==> src/rtl/ahb_slave_mem.sv <==
// ---------------------------------------------------------------------------
// ahb_slave_mem
// AHB-Lite slave backed by a small register-file memory of Depth words.
// Supports byte/halfword/word transfers with byte-lane write strobes, an
// optional fixed number of wait states per OKAY transfer, and a two-cycle
// ERROR response for out-of-range or misaligned transfers.
//
// Ports:
//   HCLK, HRESETn      bus clock, asynchronous active-low reset
//   HSEL               slave select from the address decoder
//   HADDR/HWRITE/HSIZE address-phase controls (registered on acceptance)
//   HBURST             burst type, accepted but not used
//   HTRANS             IDLE / BUSY / NONSEQ / SEQ
//   HWDATA             write data, sampled in the data phase
//   HREADY/HRESP       registered transfer response
//   HRDATA             registered read data, zero outside read completion
// ---------------------------------------------------------------------------
module ahb_slave_mem #(
    parameter int AddresseWidth = 32,
    parameter int DataWidth     = 32,
    parameter int Depth         = 16,
    parameter int WaitStates    = 0
) (
    input  logic                     HCLK,
    input  logic                     HRESETn,
    input  logic                     HSEL,
    input  logic [AddresseWidth-1:0] HADDR,
    input  logic                     HWRITE,
    input  logic [2:0]               HSIZE,
    input  logic [2:0]               HBURST,
    input  logic [1:0]               HTRANS,
    input  logic [DataWidth-1:0]     HWDATA,
    output logic                     HREADY,
    output logic                     HRESP,
    output logic [DataWidth-1:0]     HRDATA
);

    localparam int IdxW  = $clog2(Depth);
    localparam int Lanes = DataWidth / 8;
    localparam logic [AddresseWidth-1:0] AddrLimit = AddresseWidth'(4 * Depth);

    typedef enum logic [1:0] {
        ST_IDLE = 2'b00,
        ST_WAIT = 2'b01,
        ST_ERR1 = 2'b10,
        ST_ERR2 = 2'b11
    } state_t;

    // Byte-lane enables for a legal transfer of the given size and offset.
    function automatic logic [Lanes-1:0] lane_mask(input logic [2:0] size,
                                                   input logic [1:0] offs);
        logic [Lanes-1:0] m;
        case (size)
            3'b000:  m = Lanes'(4'b0001 << offs);
            3'b001:  m = offs[1] ? Lanes'(4'b1100) : Lanes'(4'b0011);
            default: m = '1;
        endcase
        return m;
    endfunction

    // Out-of-range, oversize or misaligned transfers get an ERROR response.
    function automatic logic is_illegal(input logic [AddresseWidth-1:0] addr,
                                        input logic [2:0]               size);
        logic bad;
        if (addr >= AddrLimit) begin
            bad = 1'b1;
        end else if (size > 3'b010) begin
            bad = 1'b1;
        end else if ((size == 3'b001) && addr[0]) begin
            bad = 1'b1;
        end else if ((size == 3'b010) && (addr[1:0] != 2'b00)) begin
            bad = 1'b1;
        end else begin
            bad = 1'b0;
        end
        return bad;
    endfunction

    state_t               state_r;
    logic [3:0]           cnt_r;
    logic                 hready_r;
    logic                 hresp_r;
    logic [DataWidth-1:0] hrdata_r;
    logic                 dp_valid_r;
    logic                 dp_write_r;
    logic [IdxW-1:0]      dp_idx_r;
    logic [Lanes-1:0]     dp_mask_r;
    logic [DataWidth-1:0] mem_r [Depth];

    logic                 accept_s;
    logic                 illegal_s;
    logic                 commit_s;
    logic [IdxW-1:0]      acc_idx_s;
    logic [DataWidth-1:0] merged_s;
    logic [DataWidth-1:0] acc_word_s;
    logic                 unused_s;

    assign accept_s  = HSEL && HTRANS[1] && hready_r;
    assign illegal_s = is_illegal(HADDR, HSIZE);
    // A write commits on the edge that ends its data phase (HREADY high).
    assign commit_s  = dp_valid_r && hready_r && dp_write_r;
    assign acc_idx_s = HADDR[IdxW+1:2];
    assign unused_s  = ^{HBURST, HTRANS[0]};

    // Stored word of the pending write merged with the active HWDATA lanes.
    always_comb begin
        merged_s = mem_r[dp_idx_r];
        for (int i = 0; i < Lanes; i++) begin
            if (dp_mask_r[i]) begin
                merged_s[8*i +: 8] = HWDATA[8*i +: 8];
            end else begin
                merged_s[8*i +: 8] = mem_r[dp_idx_r][8*i +: 8];
            end
        end
    end

    // Read word for a newly accepted address, forwarding a write committing now.
    always_comb begin
        if (commit_s && (dp_idx_r == acc_idx_s)) begin
            acc_word_s = merged_s;
        end else begin
            acc_word_s = mem_r[acc_idx_s];
        end
    end

    // Transfer state machine with registered bus response.
    always_ff @(posedge HCLK or negedge HRESETn) begin
        if (!HRESETn) begin
            state_r    <= ST_IDLE;
            cnt_r      <= 4'd0;
            hready_r   <= 1'b1;
            hresp_r    <= 1'b0;
            hrdata_r   <= '0;
            dp_valid_r <= 1'b0;
            dp_write_r <= 1'b0;
            dp_idx_r   <= '0;
            dp_mask_r  <= '0;
        end else begin
            case (state_r)
                ST_WAIT: begin
                    hresp_r <= 1'b0;
                    if (cnt_r <= 4'd1) begin
                        // Last wait cycle: next cycle completes the data phase.
                        state_r  <= ST_IDLE;
                        cnt_r    <= 4'd0;
                        hready_r <= 1'b1;
                        hrdata_r <= dp_write_r ? '0 : mem_r[dp_idx_r];
                    end else begin
                        cnt_r    <= cnt_r - 4'd1;
                        hready_r <= 1'b0;
                        hrdata_r <= '0;
                    end
                end
                ST_ERR1: begin
                    state_r    <= ST_ERR2;
                    hready_r   <= 1'b1;
                    hresp_r    <= 1'b1;
                    hrdata_r   <= '0;
                    dp_valid_r <= 1'b0;
                end
                ST_IDLE, ST_ERR2: begin
                    if (accept_s && illegal_s) begin
                        state_r    <= ST_ERR1;
                        hready_r   <= 1'b0;
                        hresp_r    <= 1'b1;
                        hrdata_r   <= '0;
                        dp_valid_r <= 1'b0;
                    end else if (accept_s) begin
                        dp_valid_r <= 1'b1;
                        dp_write_r <= HWRITE;
                        dp_idx_r   <= acc_idx_s;
                        dp_mask_r  <= lane_mask(HSIZE, HADDR[1:0]);
                        hresp_r    <= 1'b0;
                        if (WaitStates > 0) begin
                            state_r  <= ST_WAIT;
                            cnt_r    <= 4'(WaitStates);
                            hready_r <= 1'b0;
                            hrdata_r <= '0;
                        end else begin
                            state_r  <= ST_IDLE;
                            hready_r <= 1'b1;
                            hrdata_r <= HWRITE ? '0 : acc_word_s;
                        end
                    end else begin
                        state_r    <= ST_IDLE;
                        hready_r   <= 1'b1;
                        hresp_r    <= 1'b0;
                        hrdata_r   <= '0;
                        dp_valid_r <= 1'b0;
                    end
                end
                default: begin
                    state_r    <= ST_IDLE;
                    cnt_r      <= 4'd0;
                    hready_r   <= 1'b1;
                    hresp_r    <= 1'b0;
                    hrdata_r   <= '0;
                    dp_valid_r <= 1'b0;
                end
            endcase
        end
    end

    // Memory array; reset clears every word, writes commit lane-wise.
    always_ff @(posedge HCLK or negedge HRESETn) begin
        if (!HRESETn) begin
            for (int i = 0; i < Depth; i++) begin
                mem_r[i] <= '0;
            end
        end else if (commit_s) begin
            mem_r[dp_idx_r] <= merged_s;
        end
    end

    assign HREADY = hready_r;
    assign HRESP  = hresp_r;
    assign HRDATA = hrdata_r;

endmodule

==> config.mk <==
export PLATFORM = sky130hd
export DESIGN_NAME = ahb_slave_mem
export DESIGN_NICKNAME = d
export VERILOG_FILES = /design/src/rtl/ahb_slave_mem.sv
export SDC_FILE = /design/constraint.sdc
export NUM_CORES = 1
export LEC_CHECK = 0
export CAP_MARGIN = 30
export CORE_MARGIN = 1
export CORE_UTILIZATION = 40
export DETAILED_ROUTE_END_ITERATION = 12
export GPL_TIMING_DRIVEN = 0
export PLACE_DENSITY = 0.61
export SLEW_MARGIN = 20
export SYNTH_ARGS = -nofsm -noshare
export SYNTH_HDL_FRONTEND = slang
export SYNTH_SLANG_ARGS = --single-unit
==> constraint.sdc <==
create_clock -name HCLK -period 5.3 [get_ports HCLK]
set_input_delay 0.53 -clock HCLK [delete_from_list [all_inputs] [get_ports HCLK]]
set_output_delay 0.53 -clock HCLK [all_outputs]
set_load 0.02 [all_outputs]
# --- Word-level counts from Yosys, hierarchy flattened ---
# Index checks and enable logic that the tools add are counted.
word_totals:
  mem_bits_rw: 0
  out_inout_bits: 34
  n_memories: 0
  mem_bits_ro: 0
  word_cells: 96
  regBits: 562
  inputBits: 76
  latch_bits: 0
op_classes:
  shifts: 1
  div_mod_pow: 0
  order_cmp: 6
  n_bitwise: 3
  n_addsub: 1
  muxes: 38
  multipliers: 0
  eq_ne: 7
  reduce_logical: 15
op_table:
  columns: ["cell", "count"]
  rows:
  - ["$bwmux W512", 1]
  - ["$mux W32", 11]
  - ["$bmux W32 S4", 2]
  - ["$demux W32 S4", 1]
  - ["$pmux W32 S3", 1]
  - ["$ge A32 B7 Y1 const B", 1]
  - ["$mux W8", 4]
  - ["$ge A5 B5 Y1 const B", 2]
  - ["$not A4 Y5", 2]
  - ["$logic_and A1 B1 Y1", 9]
  - ["$mux W1", 9]
  - ["$mux W4", 2]
  - ["$pmux W4 S2", 1]
  - ["$pmux W1 S3", 2]
  - ["$pmux W2 S3", 1]
  - ["$lt A5 B1 Y1 const B", 1]
  - ["$eq A2 B2 Y1 const B", 2]
  - ["$eq A4 B4 Y1", 1]
  - ["$le A4 B1 Y1 const B", 1]
  - ["$mux W2", 2]
  - ["$reduce_bool A2 Y1", 2]
  - ["$shl A1 B2 Y4 const A", 1]
  - ["$sub A4 B1 Y4 const B", 1]
  - ["$eq A3 B1 Y1 const B", 1]
  - ["other kinds (10)", 10]

# --- Depth between registers and ports, before layout ---
logic_depth:
  word_depth: 10
  depth_mapped: 9
  ltp_nobuf: 7

# --- Least setup slack after synthesis ---
# OpenSTA, ideal clock, no wires.
synth_timing:
  path_type: "input to register"
  start: "in HADDR[2]"
  end: "reg hrdata_r[10], in the netlist HRDATA[10]"
  n_path_buf: 2
  setup_slack_ns: 2.886
  setup_ns: 0.124
  cell_stages: 7
  t_arrival_ns: 2.290
  path_cell_list: "clkbuf_1 > buf_1 > mux4_2 > a22oi_1 > o21ai_0 > a31oi_1 > o21ai_2"
synth_via:
  elab_chain_len: 9
  word_cells_on_any_way: 14
synth_lines:
  columns: ["item", "line", "source"]
  rows:
  - ["from (decl)", "27", "input logic [AddresseWidth-1:0] HADDR,"]
  - ["parallel branches: the longest is 7 deep, another holds $ge A32 B7 Y1", null, null]
  - ["$mux W32 (*)", "162", "if (accept_s && illegal_s) begin"]
  - ["$pmux W32 S3 (*)", "139", "case (state_r)"]
  - ["to (signal assigned)", "147", "hrdata_r <= dp_write_r ? '0 : mem_r[dp_idx_r];"]
  - ["to (signal assigned)", "182", "hrdata_r <= HWRITE ? '0 : acc_word_s;"]
  - ["to (decl)", "83", "logic [DataWidth-1:0] hrdata_r;"]
# Every way passes the cells marked *. The select of a mux whose other input is x is not followed.
# A chain may end at the register's enable or synchronous reset.

# --- Final worst setup path ---
layout_timing:
  start: "reg dp_idx_r[0]"
  end: "reg hrdata_r[4], in the netlist HRDATA[4]"
layout_via:
  elab_chain_len: 10
  word_cells_on_any_way: 14
layout_lines:
  columns: ["item", "line", "source"]
  rows:
  - ["from (decl)", "86", "logic [IdxW-1:0] dp_idx_r;"]
  - ["from (signal assigned)", "171", "dp_idx_r <= acc_idx_s;"]
  - ["$not A4 Y5 (implied by the code)", "112, 147", null]
  - ["$bmux W32 S4", "112, 147", null]
  - ["$mux W32 (implied by the code) (2 in a row)", "147", null]
  - ["$mux W8", "109", "if (dp_mask_r[i]) begin"]
  - ["$mux W32", "119", "if (commit_s && (dp_idx_r == acc_idx_s)) begin"]
  - ["$mux W32", "182", null]
  - ["$mux W32", "168", "end else if (accept_s) begin"]
  - ["$mux W32", "162", null]
  - ["$pmux W32 S3 (*)", "139", null]
# Every way passes the cells marked *; elsewhere a longest branch is shown, timed or not. The select of a mux whose other input is x is not followed.

==> results.cfg <==
[synth]
avgSynthCellArea_sq_um = 11.4
synth_warnings = 0
syn_inst = 2521
synthArstFlopShare_pct = 100
ys_seq_area_share_pct = 49.1
synth_top_area_share_pct = 49.0
synth_ff_type = dfrtp_1
synth_top_cell_by_area = dfrtp_1
synth-edff-count = 0
ys_types = 50
synth_area_leaders = dfrtp_1 (49%), mux4_2 (20%), o21ai_0 (5.1%)
ys_ff_latch = 562
syn-num-nets = 2602
syn_area_sq_um = 28700

[sta]
finalHoldViolCount = 0
setup-tns-final_ns = 0
setup_viol = 0
timing.final.crit_period_ns = 3.51
rsz0062_at_grt = false
slew_headroom_pct = 22.9
max_slew.worst_pin.slew_ns = 1.16
final.setup.worst_slack_ns = 1.79
maxSlewViolCount = 0
fin_skew_ns = 0.0187
fmax_mhz = 285
layout_worst_path_cycle_share_pct = 66.3

[layout]
area_growth_pct = 16.6
nFillCells = 6357
regArea_sq_um = 14100
antenna_cells = 0
fin_area_sq_um = 33400
drive_gt1_share_pct = 20.4
multi_input_area_sq_um = 13400
nets = 2803

[routing]
maxUsedRoutingLayer = met4
dr.pass1.iters = 6
wl_met2_mm = 54.4
drt_iter0_drc = 4385
avgRoutedWirePerCell_microns = 35.1
wl_met3_mm = 20.5
drt-met1-wl_mm = 45.6
viasPerCell = 6.85
drt_wl_total_mm = 130
drc = 0
dr_total_vias = 25400
ant_nets = 0

[pwr]
p_sw_uw = 2240
p_sw_share_pct = 24.3
p_int_uw = 6960
p_per_area_nw_per_um2 = 275
power_frac_seq_pct = 46.9
peakVddDrop_v = 0.000246
pwr-share-clk_pct = 47.8
p_leak_uw = 0.0124
comb_power_share_pct = 5.3

[run_status]
status = finished clean

[setup_path]
reg2reg_depth = 9
regToRegStartpoint = dp_idx_r[0]$_DFFE_PN0P_
worstPathRequired_ns = 5.87
ff2ff_setup_slack_ns = 1.79
worstSetupEndpointType = flop
critPathLaunchType = flop
path_class = reg2reg
crit_arrival_ns = 4.09
cp_max_fo = 10
r2r-end = HRDATA[4]$_DFF_PN0_

[floorplan]
fp.dieW_microns = 270
rows = 97
start_util_pct = 40.6
io-pin-count = 110
die_area_sq_um = 72700
die_h_microns = 270
core_sq_um = 70500

[cts]
clock-root-buffer = clkbuf_16
cts.repair.resized = 0
cts_num_sinks = 562
cts_tree = built
numCtsBuffers = 60
clk_pin_slew_ns = 0.07
htree_levels = 2
clockBufferDepth = 3
clkLatencyLatePin_ns = 0.67

[grt]
track_usage_pct = 35.5
grt_max_degree = 103
grt_pass1_wl_mm = 184
grt_pass1_vias = 25300
grt_antenna_before_repair = 3
overflow = 0

[placed_design]
gp_congestion = 1.01
dp_slack_ns = 1.48
port_buffers = 102
dpl-instance-area_sq_um = 31300
dp_hpwl_mm = 86.4

[min_path]
hold_class = in2async

[job]
drv_cap = 0
## layer usage
| layer | global-route usage [%] | up-vias |
|---|---|---|
| met3 | 14.8 | 616 |
| met1 | 44.9 | 12700 |
| met4 | 22.2 | 0 |
| met2 | 50.4 | 2373 |
| li1 | - | 9693 |
| met5 | 0 | - |
## final cells by class
| cell class | count | share of cell area (%) |
|---|---|---|
| Sequential cell | 562 | 42.1 |
| Multi-Input combinational cell | 1705 | 40.2 |
| Clock buffer | 83 | 5.11 |
| Timing Repair Buffer | 139 | 4.64 |
| Tap cell | 940 | 3.52 |
| Buffer | 247 | 3.46 |
| Clock inverter | 25 | 0.861 |
| Inverter | 7 | 0.0786 |
## Yosys cell counts, types with 7 or more instances
library cell,count
mux2i_1,64
mux4_2,256
buf_2,41
a31oi_1,35
buf_4,34
inv_1,7
a211oi_1,64
a22oi_1,33
a21oi_1,257
nand2_1,269
o21ai_0,294
nor2_1,267
o21ai_2,30
a21oi_2,32
clkbuf_1,151
buf_1,17
dfrtp_1,561
o22ai_1,33
## metrics by stage
stage | util [%] | cells | power (uW) | hold slack (ns)
2_1_floorplan | - | 2521 | 4570 | 0.234
3_3_place_gp | 43.8 | 3563 | 4850 | 0.484
3_5_place_dp | 44.4 | 3592 | 4870 | 0.491
4_1_cts | 47.3 | 3701 | 9160 | 0.444
5_1_grt | 47.4 | 3708 | 9360 | 0.491
6_report | 47.4 | 3708 | 9200 | 0.403
## worst max-delay path, cell delays in order (launching register included)
cell and delay (ns):
dfrtp_1 0.37, clkbuf_1 0.16, nand2b_1 0.10, clkbuf_1 0.64, clkbuf_1 0.73, o22ai_1 0.24
a211oi_1 0.57, a21oi_2 0.16, buf_2 0.25, o21ai_2 0.19
## worst max-delay path by stage
stage / start / slack [ns] / end
floorplan: HADDR[2] / 2.89 / HRDATA[10]$_DFF_PN0_
global placement: HRESETn / -20.73 / mem_r[25]$_DFFE_PN0P_
detailed placement: HADDR[25] / 1.48 / HRDATA[25]$_DFF_PN0_
CTS: dp_idx_r[0]$_DFFE_PN0P_ / 1.87 / HRDATA[27]$_DFF_PN0_
global route: dp_idx_r[2]$_DFFE_PN0P_ / 1.74 / mem_r[264]$_DFFE_PN0P_
finish: dp_idx_r[0]$_DFFE_PN0P_ / 1.79 / HRDATA[4]$_DFF_PN0_
## power by group through the flow
| stage | registers, uW | clock network (uW) | logic [uW] |
|---|---|---|---|
| after floorplan | 4400 | 0 | 172 |
| after global placement | 4410 | 0 | 441 |
| after detailed placement | 4400 | 0 | 472 |
| after CTS | 4320 | 4370 | 474 |
| after global routing | 4320 | 4530 | 513 |
| final | 4320 | 4400 | 487 |
## placed cells by master, fill, tap and decap left out, types with 3 or more instances in the layout
master / Yosys / layout
nor3_1: 4 / 4
o21ai_1: 3 / 3
xor2_1: 3 / 3
clkbuf_1: 151 / 156
o22ai_1: 33 / 33
nor2_2: 4 / 6
clkbuf_8: 0 / 12
buf_1: 17 / 7
nand2b_1: 6 / 6
nand3_1: 5 / 5
buf_16: 0 / 6
nand2_1: 269 / 269
buf_8: 0 / 5
ha_1: 5 / 5
o21ai_2: 30 / 30
buf_4: 34 / 35
a31oi_1: 35 / 35
buf_2: 41 / 51
clkinvlp_4: 0 / 3
dfrtp_1: 561 / 561
a211oi_1: 64 / 64
inv_1: 7 / 7
nor2b_1: 4 / 4
nor4_1: 6 / 5
a22oi_1: 33 / 33
clkdlybuf4s50_1: 0 / 101
clkbuf_16: 0 / 60
or3_1: 3 / 3
nor2_1: 267 / 265
mux2_2: 6 / 6
mux4_2: 256 / 256
a21oi_2: 32 / 32
o21ai_0: 294 / 294
mux2i_1: 64 / 64
buf_6: 4 / 29
clkbuf_2: 0 / 6
bufinv_16: 0 / 5
clkinv_2: 0 / 14
a21oi_1: 257 / 257
## repair_timing
item / in CTS / in global routing
buffers inserted: 0 / 0
hold buffers: 1 / 0
endpoints found under the hold margin: 66 / 0
## state kept, by name, summed over array words and instances, names as in the netlist
signal      flops
mem_r         512
HRDATA         32
cnt_r           4
dp_idx_r        4
dp_mask_r       4
state_r         2
HREADY          1
HRESP           1
dp_valid_r      1
dp_write_r      1
## cells by family after synthesis
logic type      count (synthesis)  share of synthesized area (%)
xor+xnor                        4                          0.122
mux                           326                           22.6
buf+inv                       254                           4.06
fa+ha+maj                       5                          0.218
simple gates                  581                           8.11
flops                         562                           49.1
compound gates                789                           15.8
Power figures use the tool's default switching activity.
